## config.mk

```make
export PLATFORM = sky130hd
export DESIGN_NAME = serial_adder
export DESIGN_NICKNAME = d
export VERILOG_FILES = /design/src/rtl/serial_adder.sv
export SDC_FILE = /design/constraint.sdc
export NUM_CORES = 1
export LEC_CHECK = 0
export ABC_AREA = 1
export CORE_MARGIN = 3
export CORE_UTILIZATION = 31
export DETAILED_ROUTE_END_ITERATION = 16
export GPL_TIMING_DRIVEN = 0
export PLACE_DENSITY_LB_ADDON = 0.3
export SLEW_MARGIN = 20
export SYNTH_ARGS = -nofsm -noshare
export SYNTH_HDL_FRONTEND = slang
export SYNTH_SLANG_ARGS = --single-unit
```

## constraint.sdc

```tcl
create_clock -name clk -period 1.49 [get_ports clk]
set_input_delay 0.149 -clock clk [delete_from_list [all_inputs] [get_ports clk]]
set_output_delay 0.149 -clock clk [all_outputs]
set_load 0.01 [all_outputs]
```

## src/rtl/serial_adder.sv

```systemverilog
// Bit-serial adder/subtractor: one full-adder cell (two half adders + OR) and a
// carry flip-flop process the operands LSB-first, one bit per clock.

module half_adder (
  input  logic x,
  input  logic y,
  output logic s,
  output logic c
);
  assign s = x ^ y;
  assign c = x & y;
endmodule

module serial_adder #(
  parameter int WIDTH = 4
) (
  input  logic             clk,
  input  logic             rst,
  input  logic             in_valid,
  output logic             in_ready,
  input  logic [WIDTH-1:0] a,
  input  logic [WIDTH-1:0] b,
  input  logic             cin,
  input  logic             sub,
  output logic             out_valid,
  input  logic             out_ready,
  output logic [WIDTH-1:0] sum,
  output logic             cout,
  output logic             ovf
);

  localparam int CW = $clog2(WIDTH) + 1;
  localparam logic [CW-1:0] LAST = CW'(WIDTH - 1);

  typedef enum logic [1:0] {IDLE, RUN, DONE} state_t;

  state_t           state;
  logic [WIDTH-1:0] a_sh;
  logic [WIDTH-1:0] b_sh;
  logic [WIDTH-1:0] acc;
  logic             carry;
  logic [CW-1:0]    count;

  logic             ha0_s;
  logic             ha0_c;
  logic             ha1_c;
  logic             fa_sum;
  logic             fa_cout;
  logic [WIDTH-1:0] acc_next;

  half_adder u_ha0 (.x(a_sh[0]), .y(b_sh[0]), .s(ha0_s),  .c(ha0_c));
  half_adder u_ha1 (.x(ha0_s),   .y(carry),   .s(fa_sum), .c(ha1_c));

  assign fa_cout = ha0_c | ha1_c;

  // Result bits collect in a private accumulator so the visible sum only
  // changes when a complete result is published.
  assign acc_next = acc | (WIDTH'(fa_sum) << count);

  always_ff @(posedge clk) begin
    if (rst) begin
      state     <= IDLE;
      in_ready  <= 1'b1;
      out_valid <= 1'b0;
      sum       <= '0;
      cout      <= 1'b0;
      ovf       <= 1'b0;
      a_sh      <= '0;
      b_sh      <= '0;
      acc       <= '0;
      carry     <= 1'b0;
      count     <= '0;
    end else begin
      case (state)
        IDLE: begin
          if (in_valid) begin
            a_sh     <= a;
            b_sh     <= b ^ {WIDTH{sub}};
            carry    <= sub ? 1'b1 : cin;
            count    <= '0;
            acc      <= '0;
            in_ready <= 1'b0;
            state    <= RUN;
          end
        end
        RUN: begin
          a_sh  <= a_sh >> 1;
          b_sh  <= b_sh >> 1;
          carry <= fa_cout;
          count <= count + 1'b1;
          acc   <= acc_next;
          // On the MSB, carry still holds the carry into the MSB.
          if (count == LAST) begin
            sum       <= acc_next;
            cout      <= fa_cout;
            ovf       <= carry ^ fa_cout;
            out_valid <= 1'b1;
            state     <= DONE;
          end
        end
        DONE: begin
          if (out_ready) begin
            out_valid <= 1'b0;
            in_ready  <= 1'b1;
            state     <= IDLE;
          end
        end
        default: state <= IDLE;
      endcase
    end
  end

endmodule

```

==> out/qor.csv <==
metric,value,unit
skew,0.00423,ns
clock_path_buffers,2,
yosysWarningCount,0,
hold_ws,0.442,ns
post_dp_cell_area,1540,µm²
syn_inst,190,
grt_use_total,0.114,
syn_area_per_cell,6.70,µm²
hold_path.class,input port to register,
place.gp.congestion,0.788,
r2r-end,sum[2],
htreeDepth,1,
grt_pass1_vias,1011,
leakage,0.716,nW
fmax,720,MHz
outcome,"complete, no violations",
min_to,a_sh[3],
cp_top_family,adder cells,
portBuffers,21,
grt_max_degree,15,
netlist_area,1270,µm²
num_vias,1164,
rsz0062_at_grt,no,
fin_tns_setup,0,ns
setup_viol,0,
final_common_cell,nand2_1,
drt_iter0_markers,68,
slowest_delay,0.51,ns
cts_tree,built,
cts_buffers,3,
reg2regPathDepth,7,
hp-start,a[3],
clock-sinks,26,
firstDrtPassIters,4,
clkTransAtPathRegs,0.09,ns
clk_latency,0.27,ns
viasPerCell,4.43,
grt_pass1_wl,4640,µm
overflow,0,
hold_violations,0,
drive_above_1_share,0.116,
layout_common_cells,"nand2_1, nor2_1, inv_1, dfxtp_1, clkdlybuf4s50_1",
ioPinCount,22,
seqPwrFrac,0.521,
area_growth,26.8,%
root_buffer,clkbuf_8,
path_cells,inv_2 > fa_1 > nor2_1 > nand3_1 > nand2_2 > nor2_1 > nor2_1,
drcViolationCount,0,
r2r_slack,0.10,ns
combPwrFrac,0.165,
antenna_found_initial,0,
fillers,413,
synth_seq_area_share,0.409,
start_kind,register,
power_density,887,nW/µm²
drv_cap,0,
min_path_cells,3,
crit_path_frequent_cell,nor2_1,
start_util,0.335,
swShare,0.256,
path_max_fanout,3,
die_h,70.1,µm
wl_per_cell,10.3,µm
synth.area.top_cells,"dfxtp_1, nand2_1, nor2_1, inv_1, nand3_1",
dp.cells,259,
cp_num_buf_inv,1,
reg2reg_from,a_sh[0],
end_kind,register,
num_antenna_cells,0,
min_period_over_period,0.932,
wl,2710,µm
clockPowerShare,0.314,
final_max_slew_viol_count,0,
required,1.70,ns
syn_nets,207,
fin_crit,1.39,ns
cp_slowest_cell,fa_1,
num_rows,22,
crit_type,register to register,
maxSlewHeadroom,0.699,
layout.nets,233,
p_sw,0.000367,W
ir_drop,0.274,mV
yosys_register_bits,26,
post-route-cell-area,1610,µm²
instances_no_fill,263,
yosys.area.top_type,dfxtp_1,
worst_pin_slew,0.452,ns
die_x,70.1,µm
core_area,3800,µm²
hpwl,2000,µm
synth_cell_type_count,18,
netlist.area_leader.share,0.409,
cp.arrival,1.60,ns
die-area,4910,µm²
drt.antenna.violating_nets,0,
internal_power,0.00106,W
==> worst min-delay path, delay by kind of cell <==
kind | cells | cell delay (ns)
buffers and inverters | 1 | 0.40
AND/OR/NAND/NOR | 1 | 0.06
AO/OA/AOI/OAI | 1 | 0.05
==> state kept, by name, summed over array words and instances, names as in the netlist <==
name / flops
a_sh: 4
acc: 4
b_sh: 4
carry: 1
count: 3
cout: 1
in_ready: 1
out_valid: 1
ovf: 1
state: 2
sum: 4
==> cell usage after synthesis, drive strengths merged <==
cell	n
nand2	45
nor2	40
inv	29
dfxtp	26
nand3	20
o21ai	12
a21oi	9
buf	3
ha	2
a31oi	1
clkbuf	1
fa	1
xor2	1
==> kinds of logic (layout without fill, tap and decap cells) <==
kind of cell,Yosys count,count (layout),share of synthesized area
xor gates and xnor gates,1,1,0.00688
AOI/OAI and AO/OA,22,22,0.0875
adders and majority gates,3,3,0.0354
DFF,26,26,0.409
and+or+nand+nor,105,105,0.351
buffers and inverters,33,58,0.110
==> how the worst max path moves through the flow <==
| stage | from | end | slack [ns] | depth (start not counted) |
|---|---|---|---|---|
| finish | a_sh[0] | sum[2] | 0.10 | 7 |
| global route | carry | acc[2] | 0.0006 | 7 |
| CTS | carry | acc[1] | 0.006 | 7 |
| detailed placement | carry | acc[1] | -0.04 | 7 |
| global placement | carry | acc[1] | -0.008 | 7 |
| floorplan | carry | acc[1] | 0.11 | 7 |
==> cell type report <==
cell class | instances | area (µm²) | area share
Buffer | 4 | 31.3 | 0.0194
Inverter | 29 | 109 | 0.0674
Tap cell | 48 | 60.1 | 0.0372
Sequential cell | 26 | 526 | 0.326
Multi-Input combinational cell | 131 | 623 | 0.386
Clock buffer | 4 | 55.1 | 0.0341
Timing Repair Buffer | 21 | 210 | 0.130
==> metal layers <==
layer / share of wire / wire, µm / global-route usage
met5: 0 / 0 / 0
met2: 0.46 / 1260 / 0.170
met4: 0.0077 / 21 / 0.0468
met3: 0.029 / 80 / 0.0216
met1: 0.50 / 1360 / 0.159
==> what timing repair did <==
action                     in CTS  in global routing
resized for setup               1                 10
pin swaps                       0                  2
setup endpoints to repair       2                  9
buffers inserted                0                  0
hold buffers                    0                  0
==> through the flow <==
stage | utilization | power [W] | setup WS [ns]
global route | 0.425 | 0.00152 | 0.000627
finish | 0.425 | 0.00143 | 0.101
detailed placement | 0.406 | 0.000993 | -0.0423
floorplan | - | 0.000908 | 0.112
CTS | 0.421 | 0.00146 | 0.00573
global placement | 0.406 | 0.000991 | -0.00814
==> power groups by stage <==
stage / Combinational [W] / Sequential (W) / Clock (W)
after floorplan: 0.000152 / 0.000756 / 0
after global placement: 0.000233 / 0.000758 / 0
after detailed placement: 0.000235 / 0.000758 / 0
after CTS: 0.000236 / 0.000743 / 0.000476
after global routing: 0.000269 / 0.000749 / 0.000497
final: 0.000236 / 0.000746 / 0.000450
Power figures use the tool's default switching activity.
